`src/rtl/sram_port_arbiter.sv`:
```
// Arbitrates the single SRAM controller port between instruction fetch (read-only)
// and the MEM stage (read/write). MEM has priority; a starvation counter forces a
// fetch grant once fetch has waited STARVE_LIMIT cycles. The winning request is
// latched and held on the SRAM side until the controller signals completion.
module sram_port_arbiter #(
   parameter int unsigned ADDR_W       = 32,
   parameter int unsigned DATA_W       = 32,
   parameter int unsigned STARVE_LIMIT = 4
) (
   input  logic              clk,
   input  logic              rst,
   // fetch requester
   input  logic              if_req,
   input  logic [ADDR_W-1:0] if_addr,
   output logic              if_ready,
   output logic [DATA_W-1:0] if_rdata,
   output logic              if_freeze,
   // MEM-stage requester
   input  logic              mem_req,
   input  logic              mem_we,
   input  logic [ADDR_W-1:0] mem_addr,
   input  logic [DATA_W-1:0] mem_wdata,
   output logic              mem_ready,
   output logic [DATA_W-1:0] mem_rdata,
   output logic              mem_freeze,
   // SRAM controller side
   output logic              sram_req,
   output logic              sram_we,
   output logic [ADDR_W-1:0] sram_addr,
   output logic [DATA_W-1:0] sram_wdata,
   input  logic [DATA_W-1:0] sram_rdata,
   input  logic              sram_ready
);

   localparam int unsigned     CntW      = $clog2(STARVE_LIMIT + 1);
   localparam logic [CntW-1:0] StarveMax = CntW'(STARVE_LIMIT);

   typedef enum logic [1:0] {
      StIdle,
      StIfBusy,
      StMemBusy
   } state_e;

   state_e              state_q, state_d;
   logic [CntW-1:0]     starve_q, starve_d;
   logic                we_q, we_d;
   logic [ADDR_W-1:0]   addr_q, addr_d;
   logic [DATA_W-1:0]   wdata_q, wdata_d;
   logic                grant_mem, grant_if;

   // Grant decision; only IDLE can grant, busy states ignore requesters entirely.
   always_comb begin
      grant_mem = 1'b0;
      grant_if  = 1'b0;
      if (state_q == StIdle) begin
         if (mem_req && (!if_req || (starve_q < StarveMax))) begin
            grant_mem = 1'b1;
         end else if (if_req) begin
            grant_if = 1'b1;
         end
      end
   end

   // Next state, latched transaction fields and fetch starvation count.
   always_comb begin
      state_d  = state_q;
      starve_d = starve_q;
      we_d     = we_q;
      addr_d   = addr_q;
      wdata_d  = wdata_q;

      unique case (state_q)
         StIdle: begin
            if (grant_mem) begin
               state_d = StMemBusy;
               we_d    = mem_we;
               addr_d  = mem_addr;
               wdata_d = mem_wdata;
            end else if (grant_if) begin
               state_d = StIfBusy;
               we_d    = 1'b0;
               addr_d  = if_addr;
               wdata_d = '0;
            end
         end
         StIfBusy, StMemBusy: begin
            if (sram_ready) state_d = StIdle;
         end
         default: state_d = StIdle;
      endcase

      // Fetch waits while MEM is granted or busy; the count saturates at the limit.
      if (grant_if) begin
         starve_d = '0;
      end else if (if_req && (state_q != StIfBusy) && (starve_q != StarveMax)) begin
         starve_d = starve_q + 1'b1;
      end
   end

   // State registers with synchronous reset; reset aborts any transaction silently.
   always_ff @(posedge clk) begin
      if (rst) begin
         state_q  <= StIdle;
         starve_q <= '0;
         we_q     <= 1'b0;
         addr_q   <= '0;
         wdata_q  <= '0;
      end else begin
         state_q  <= state_d;
         starve_q <= starve_d;
         we_q     <= we_d;
         addr_q   <= addr_d;
         wdata_q  <= wdata_d;
      end
   end

   // Outputs decoded from registered state; ready pulses pass sram_ready straight through.
   always_comb begin
      sram_req   = (state_q != StIdle);
      sram_we    = we_q;
      sram_addr  = addr_q;
      sram_wdata = wdata_q;
      if_ready   = (state_q == StIfBusy) && sram_ready;
      mem_ready  = (state_q == StMemBusy) && sram_ready;
      if_rdata   = sram_rdata;
      mem_rdata  = sram_rdata;
      if_freeze  = if_req && !if_ready;
      mem_freeze = mem_req && !mem_ready;
   end

endmodule

```
`config.mk`:
```
export PLATFORM = sky130hd
export DESIGN_NAME = sram_port_arbiter
export DESIGN_NICKNAME = d
export VERILOG_FILES = /design/src/rtl/sram_port_arbiter.sv
export SDC_FILE = /design/constraint.sdc
export NUM_CORES = 1
export LEC_CHECK = 0
export CORE_UTILIZATION = 29
export CTS_BUF_LIST = sky130_fd_sc_hd__clkbuf_4
export CTS_CLUSTER_DIAMETER = 30
export CTS_CLUSTER_SIZE = 16
export DETAILED_ROUTE_END_ITERATION = 16
export PLACE_DENSITY = 0.69
export SYNTH_ARGS = -nofsm -noshare
export SYNTH_HDL_FRONTEND = slang
export SYNTH_SLANG_ARGS = --single-unit
```
`constraint.sdc`:
```
create_clock -name clk -period 2.2 [get_ports clk]
set_clock_uncertainty 0.1 [all_clocks]
set_input_delay 0.55 -clock clk [delete_from_list [all_inputs] [get_ports clk]]
set_output_delay 0.55 -clock clk [all_outputs]
set_load 0.01 [all_outputs]
```
# Yosys cells after proc, flatten, opt, wreduce, memory -nomap -nowiden
# Index checks and enable logic that the tools add are counted.
# totals
regBits,70
inputBits,134
output_inout_bits,134
elab_cells,46
# op_classes
n_addsub,1
n_lt_le_gt_ge,1
eq_ne,6
n_mux,15
reduce_logical,18
# ops
op,count
32-bit two-way mux,4
1-bit logical AND,7
1-bit two-way mux,7
2-bit two-way mux,3
3-bit inequality test (second input constant),2
2-bit one-hot mux with 2 select lines,1
2-bit AND reduction,2
2-bit nonzero test,2
2-bit OR reduction,2
3-bit by 1-bit adder with 3-bit output (second input constant),1
1-bit zero test,3
3-bit less-than comparator (second input constant),1
2-bit by 1-bit == test with 1-bit output (second input constant),1
2-bit == test (second input constant),1
2-bit zero test,1
2-bit by 1-bit inequality test with 1-bit output (second input constant),1
2-bit inequality test (second input constant),1
1-bit logical OR,1

# Depth between registers and ports, before layout
# Gate-level depths: netlist of the first run.
# logic_depth
ltp_word,8
ltp_mapped,7
mapped_depth_nobuf,5

# Worst setup path after synthesis of the first run
# Ideal clock, no wire load.
# synth_timing
kind,input -> register
startpoint,input port if_req
endpoint,register addr_q[28] (netlist: sram_addr[28])
setup_time_ns,0.140
arrival_ns,1.511
t_required_ns,1.960
slack_ns,0.448
cell_stages,6
n_path_buf,3
cell_sequence,buf_4 -> nand2_2 -> buf_2 -> buf_6 -> a2111oi_2 -> a2111oi_2
# synth_between
elab_chain_len,7
# synth_lines
element,line_no,text
start: declaration,13,"input logic if_req,"
1-bit zero test,56,if (mem_req && (!if_req || (starve_q < StarveMax))) begin
1-bit logical OR,56,
1-bit logical AND,56,
1-bit two-way mux,56,
1-bit two-way mux,55,if (state_q == StIdle) begin
2-bit nonzero test (no source line),-,
2-bit AND reduction (no source line),-,
end signal: assignment,112,addr_q <= addr_d;
end: declaration,47,"logic [ADDR_W-1:0] addr_q, addr_d;"
# Parallel ways exist; a longest one is shown, timed or not.
# A chain may end at the register's enable or synchronous reset.

# Worst setup path after layout of the first run
# layout_timing
startpoint,register state_q[1]
endpoint,output port mem_ready
# layout_between
elab_chain_len,2
# layout_lines
element,line_no,text
start: declaration,44,"state_e state_q, state_d;"
start signal: assignment,103,state_q <= StIdle;
start signal: assignment,109,state_q <= state_d;
2-bit == test,124,mem_ready = (state_q == StMemBusy) && sram_ready;
1-bit logical AND,124,
end: declaration,23,"output logic mem_ready,"
# No other way between the ends.

==> results of run 1 <==
path summary, 6_finish.rpt:
| kind | start | end | slack, ps | depth (start not counted) |
|---|---|---|---|---|
| worst max-delay path | state_q[1] | mem_ready | 70 | 4 |
| worst min-delay path | sram_wdata[6] | sram_wdata[6] | 400 | 2 |
| worst max register to register | state_q[0] | sram_addr[0] | 190 | 6 |
| worst min register to register | sram_wdata[6] | sram_wdata[6] | 400 | 2 |
logic make-up after synthesis:
group / count (synthesis)
AND/OR/NAND/NOR: 87
buffers and inverters: 139
adder cells (fa/ha/maj): 5
AO/OA/AOI/OAI: 109
flip-flops: 70
through the flow:
step | power (mW) | worst slack, ps | instances | TNS [ps]
finish | 3.57 | 66.9 | 692 | 0
global route | 3.75 | 2.90 | 692 | 0
CTS | 3.62 | 8.23 | 692 | 0
detailed placement | 2.54 | -268 | 675 | -5460
global placement | 2.52 | -250 | 675 | -3920
floorplan | 2.08 | 448 | 410 | 0
cell usage in the layout (no fill, tap or decap), types with 2 or more instances in the layout:
cell / count
clkbuf_4: 9
nor2b_1: 3
nor2_1: 65
dfxtp_2: 2
buf_12: 6
a32oi_1: 33
dfxtp_1: 68
a2111oi_0: 16
nand3_1: 3
clkdlybuf4s50_1: 165
buf_2: 3
bufinv_16: 3
inv_1: 37
a2111oi_2: 33
nand2b_1: 3
a2111oi_1: 15
ha_1: 4
a21oi_1: 5
and2_1: 3
buf_4: 19
o21ai_0: 4
and2_4: 2
clkinv_2: 2
registers in the layout, summed over array words and instances (netlist names):
register and cells:
sram_addr 32, sram_wdata 32, starve_q 3, state_q 2, sram_we 1
power groups by stage:
stage	sequential, mW	clock (mW)	combinational [mW]
2_1_floorplan	1.52	0	0.559
5_1_grt	1.47	1.15	1.13
3_3_place_gp	1.48	0	1.04
3_5_place_dp	1.48	0	1.06
4_1_cts	1.46	1.10	1.06
6_report	1.46	1.06	1.05
worst max-delay path, delay by kind of cell, from the launching register on:
kind	cells	cell delay, ps
adders and majority gates	1	160
buffers and inverters	2	400
DFF	1	340
and+or+nand+nor	1	130
final cells by class:
class,count,area share
clock buffer,9,0.0123
clock inverter,7,0.0205
inverter,37,0.0253
multi-input combinational,201,0.292
sequential,70,0.255
tap,172,0.0392
timing repair buffer,196,0.355
per-layer routing:
metal | part of all wire | track usage | vias up
li1 | - | - | 1631
met1 | 0.37 | 0.183 | 1640
met2 | 0.51 | 0.316 | 201
met3 | 0.10 | 0.0602 | 18
met4 | 0.020 | 0.0785 | 0
met5 | 0 | 0 | -
what timing repair did:
action | CTS | global route
setup buffers | 1 | 0
endpoints found under the setup margin | 5 | 5
gates resized for setup | 14 | 5
pin swaps | 0 | 0
gates cloned | 0 | 0
==> impl_metrics.py, run 1 <==
metrics = {
    "power": {
        "switching_share": 0.292,
        "p_int_mw": 2.53,
        "pwr_density_cell_nw_per_um2": 649,
        "power_frac_comb": 0.294,
        "ir_drop_uv": 373,
        "leakage_nw": 2.03,
        "p_sw_mw": 1.04,
        "power_frac_clock": 0.298,
        "p_seq_frac": 0.408,
    },
    "die": {
        "die_h_um": 117,
        "die_w_um": 117,
        "ios": 268,
        "rows": 41,
        "dieArea_um2": 13600,
        "initial_core_util": 0.300,
        "coreArea_um2": 12700,
    },
    "timing": {
        "max_slew_margin": 0.630,
        "drv_slew": 0,
        "setup_violations": 0,
        "fin_crit_sh": 0.970,
        "grt_setup_unrepaired": "no",
        "timing.final.crit_period_ps": 2130,
        "fmax_ghz": 0.469,
        "hold_ws_ps": 403,
        "hold_viol": 0,
        "max_slew.worst_pin.slew_ps": 541,
    },
    "cells_and_area": {
        "num-fill-cells": 1265,
        "layout-drive-gt1-share": 0.169,
        "fin_util": 0.432,
        "fin_area_um2": 5500,
        "multiInputGateArea_um2": 1600,
        "area_growth_pct": 43.9,
        "nets": 654,
        "n_antenna_cell": 0,
        "regArea_um2": 1400,
    },
    "synthesis": {
        "synth_top_family_by_area": "compound AO/OA/AOI/OAI gates",
        "synth_flop_cell": "dfxtp_1",
        "synth-xor-area-share": 0,
        "syn-num-nets": 549,
        "syn_avg_cell_area_um2": 9.32,
        "seq_area_frac_synth": 0.367,
        "synth_area_um2": 3820,
        "ys_ff_latch": 70,
        "yosys.area_share.simple": 0.0999,
        "synth_area_leader_cell": "dfxtp_1",
        "netlist_top_cells_area": "dfxtp_1 (37%), a2111oi_2 (13%), buf_4 (13%), a32oi_1 (7.6%), nor2_1 (6.4%)",
        "synth-compound-area-share": 0.301,
        "synthArstFlopShare": 0,
        "ys_types": 31,
        "yosysTopAreaCellShare": 0.367,
        "synth_most_common_cell": "dfxtp_1",
        "synth_enable_flop_cells": 0,
        "muxShareOfSynthArea": 0,
        "synth_warnings": 0,
        "synth_fa_ha_area_frac": 0.0164,
        "synth_common_cells": "dfxtp_1 (70), buf_4 (65), nor2_1 (65), inv_1 (37)",
        "syn_inst": 410,
    },
    "route": {
        "final_antenna_net_count": 0,
        "vias_per_cell": 5.04,
        "drtIter0Drc": 175,
        "detail_route.wl_per_cell_um": 17.7,
        "drt-total-wl_um": 12300,
        "vias": 3490,
        "drc": 0,
        "dr.pass1.iters": 4,
    },
    "global_route": {
        "grt_first_pass_wirelength_um": 18100,
        "grt_start_max_net_pins": 69,
        "grt_use_total": 0.175,
        "antenna_found_initial": 0,
        "grt_pass1_vias": 3647,
        "grt-ovfl-total": 0,
    },
    "critical_path": {
        "critPathCaptureType": "output pin",
        "max_stage_delay_ps": 340,
        "crit_required_ps": 1550,
        "critPathMaxFanout": 2,
        "crit_type": "reg2out",
        "startpoint_type": "flip-flop",
        "worst_ep_arrival_time_ps": 1480,
        "crit_chain": "buf_4 -> ha_1 -> and2_4 -> dlygate4sd2_1",
        "slowest_stage": "dfxtp_2",
    },
    "clock_network": {
        "cts-root-buf": "clkbuf_4",
        "h-tree-depth": 3,
        "cts_tree": "done",
        "clockBufferDepth": 2,
        "clk_latency_ps": 440,
        "cts.clk_slew.worst_paths_ps": 130,
        "numCtsBuffers": 9,
        "postCtsHoldBufs": 0,
        "clock_sink_count": 70,
    },
    "hold_path": {
        "hp-class": "reg2reg",
    },
    "placement": {
        "dp_hpwl_um": 8710,
        "place_congestion": 0.728,
        "portBuffers": 171,
        "place_area_um2": 5310,
    },
    "outcome": {
        "status": "complete, no violations",
    },
    "flow_run": {
        "cap_violations": 0,
    },
}
No activity file was read; power rests on OpenSTA's default activity.
==> run 2: changes to the inputs <==
--- a/config.mk
+++ b/config.mk
@@ -5,6 +5,7 @@
 export SDC_FILE = /design/constraint.sdc
 export NUM_CORES = 1
 export LEC_CHECK = 0
+export ABC_AREA = 1
 export CORE_UTILIZATION = 29
 export CTS_BUF_LIST = sky130_fd_sc_hd__clkbuf_4
 export CTS_CLUSTER_DIAMETER = 30
==> impl_metrics.py, run 2 <==
metrics = {
    "outcome": {
        "status": "complete, no violations",
    },
    "synthesis": {
        "syn_inst": 543,
        "syn-num-nets": 682,
        "syn_avg_cell_area_um2": 6.96,
        "synth_flop_cell": "dfxtp_1",
        "synth_warnings": 0,
        "ys_ff_latch": 70,
        "synthArstFlopShare": 0,
        "synth_common_cells": "nand2_1 (146), inv_1 (77), a21oi_1 (70), dfxtp_1 (70), buf_4 (69)",
        "synth_most_common_cell": "nand2_1",
        "synth_enable_flop_cells": 0,
        "ys_types": 19,
        "yosysTopAreaCellShare": 0.371,
        "netlist_top_cells_area": "dfxtp_1 (37%), nand2_1 (15%), buf_4 (14%), a21oi_1 (9.3%), inv_1 (7.7%)",
        "synth_area_um2": 3780,
        "seq_area_frac_synth": 0.371,
        "synth_area_leader_cell": "dfxtp_1",
    },
    "route": {
        "drtIter0Drc": 153,
        "dr.pass1.iters": 4,
        "vias": 3491,
        "drt-total-wl_um": 9850,
        "detail_route.wl_per_cell_um": 12.1,
        "final_antenna_net_count": 0,
        "vias_per_cell": 4.28,
        "drc": 0,
    },
    "global_route": {
        "grtUsageMet1": 0.155,
        "antenna_found_initial": 0,
        "met3_usage": 0.0623,
        "grt_start_max_net_pins": 69,
        "grt-ovfl-total": 0,
        "met2_usage": 0.237,
        "grt_pass1_vias": 3156,
        "grt_use_total": 0.144,
        "grt_first_pass_wirelength_um": 14800,
        "grt.busiest_layer": "met2",
    },
    "critical_path": {
        "critPathMaxFanout": 3,
        "startpoint_type": "input port",
        "max_stage_delay_ps": 500,
        "slowest_stage": "clkdlybuf4s50_1",
        "worst_ep_arrival_time_ps": 1440,
        "cpLargestDelayFamily": "buffers and inverters",
        "crit_required_ps": 1550,
        "crit_chain": "clkdlybuf4s50_1 -> nand2_1 -> inv_1 -> dlygate4sd2_1",
        "critPathCaptureType": "output pin",
        "crit_type": "in2out",
        "crit_buf_inv": 3,
    },
    "power": {
        "switching_share": 0.281,
        "ir_drop_uv": 269,
        "power_mw": 3.66,
        "pwr_density_cell_nw_per_um2": 678,
        "p_int_mw": 2.63,
        "leakage_nw": 2.40,
        "p_sw_mw": 1.03,
        "power_frac_comb": 0.288,
        "p_seq_frac": 0.397,
        "power_frac_clock": 0.316,
    },
    "cells_and_area": {
        "layoutNonFillerInstCount": 816,
        "num-fill-cells": 1354,
        "area_growth_pct": 42.9,
        "mostFrequentLayoutCells": "clkdlybuf4s50_1 (165), nand2_1 (146), inv_1 (77), a21oi_1 (70), dfxtp_1 (68)",
        "nets": 778,
        "n_antenna_cell": 0,
        "layout-drive-gt1-share": 0.0590,
        "final_common_cell": "clkdlybuf4s50_1",
        "fin_util": 0.426,
    },
    "clock_network": {
        "cts.clk_slew.worst_paths_ps": 110,
        "h-tree-depth": 3,
        "clock_sink_count": 70,
        "numCtsBuffers": 9,
        "cts_tree": "done",
        "clockBufferDepth": 2,
        "clk_latency_ps": 410,
        "postCtsHoldBufs": 0,
        "cts-root-buf": "clkbuf_4",
    },
    "timing": {
        "max_slew_margin": 0.722,
        "drv_slew": 0,
        "grt_setup_unrepaired": "no",
        "fmax_ghz": 0.479,
        "setup_ws_ps": 113,
        "timing.final.crit_period_ps": 2090,
        "fin_crit_sh": 0.948,
        "hold_viol": 0,
        "setup_violations": 0,
        "max_slew.worst_pin.slew_ps": 417,
    },
    "placement": {
        "portBuffers": 171,
        "place_congestion": 0.725,
        "dp_slack_ps": -236,
        "dp_cells": 800,
        "dp_hpwl_um": 6860,
    },
    "die": {
        "die_w_um": 116,
        "coreArea_um2": 12700,
        "ios": 268,
        "die_h_um": 116,
        "initial_core_util": 0.298,
        "rows": 41,
        "dieArea_um2": 13500,
    },
    "hold_path": {
        "hp-class": "reg2reg",
    },
    "flow_run": {
        "cap_violations": 0,
    },
}
[run 2: changes by cell type after synthesis, moves of 5 or more]
| cell | before | now |
|---|---|---|
| a2111oi_0 | 16 | 0 |
| a2111oi_1 | 15 | 0 |
| a2111oi_2 | 33 | 0 |
| a21oi_1 | 5 | 70 |
| nor2_1 | 65 | 3 |
| nand3_1 | 3 | 34 |
| a32oi_1 | 33 | 0 |
| clkbuf_1 | 18 | 13 |
| inv_1 | 37 | 77 |
| nand4_1 | 1 | 32 |
| nand2_1 | 1 | 146 |
[run 2: tightest hold or removal path: cells and delay by family, from the launching register on]
kind,cells,cell delay (ps)
simple gates,1,60
compound gates,1,50
flops,1,320
[run 2: final timing paths]
| path | to | from | depth (start not counted) | slack [ps] |
|---|---|---|---|---|
| min | sram_wdata[12] | sram_wdata[12] | 2 | 370 |
| max | if_ready | sram_ready | 4 | 110 |
| max reg2reg | sram_addr[15] | state_q[0] | 9 | 370 |
| min reg2reg | sram_wdata[12] | sram_wdata[12] | 2 | 370 |
[run 2: cells by family after synthesis]
kind of cell,after synthesis,share of synthesized area
flops,70,0.371
fa+ha+maj,5,0.0166
xor+xnor,1,0.00232
buf+inv,176,0.258
compound gates,72,0.0971
simple gates,219,0.255
[run 2: layer usage]
layer / vias to the layer above / wire length, um / part of all wire
met2: 146 / 4430 / 0.45
met4: 0 / 206 / 0.021
met5: - / 0 / 0
met3: 24 / 1100 / 0.11
met1: 1489 / 4120 / 0.42
li1: 1832 / - / -
[run 2: timing repair]
item | CTS | global route
resized for setup | 7 | 4
setup endpoints to repair | 5 | 2
setup buffers | 0 | 0
[run 2: power by group through the flow]
| stage | registers, mW | clock network (mW) | logic (mW) |
|---|---|---|---|
| 2_1_floorplan | 1.53 | 0 | 0.577 |
| 3_3_place_gp | 1.48 | 0 | 1.06 |
| 3_5_place_dp | 1.48 | 0 | 1.07 |
| 4_1_cts | 1.45 | 1.21 | 1.07 |
| 5_1_grt | 1.47 | 1.26 | 1.16 |
| 6_report | 1.45 | 1.16 | 1.05 |
[run 2: area by class of cell]
| type | count | area, um2 | share of cell area |
|---|---|---|---|
| Inverter | 77 | 289 | 0.0535 |
| Clock buffer | 9 | 67.6 | 0.0125 |
| Multi-Input combinational cell | 297 | 1410 | 0.261 |
| Timing Repair Buffer | 184 | 1880 | 0.348 |
| Sequential cell | 70 | 1400 | 0.260 |
| Tap cell | 172 | 215 | 0.0399 |
| Clock inverter | 7 | 136 | 0.0253 |
[run 2: metrics by stage]
step                cell area (um2)  hold slack (ps)  setup TNS [ps]
floorplan                      3780              356               0
global route                   5400              381               0
CTS                            5410              373               0
detailed placement             5210              354           -9600
global placement               5210              352           -9510
finish                         5400              370               0
==> run 3: changes to the inputs <==
--- a/config.mk
+++ b/config.mk
@@ -12,6 +12,7 @@
 export CTS_CLUSTER_SIZE = 16
 export DETAILED_ROUTE_END_ITERATION = 16
 export PLACE_DENSITY = 0.69
+export SKIP_LAST_GASP = 1
 export SYNTH_ARGS = -nofsm -noshare
 export SYNTH_HDL_FRONTEND = slang
 export SYNTH_SLANG_ARGS = --single-unit
==> results of run 3 <==
The final DEF is identical to that of run 2; final timing and power are the same.
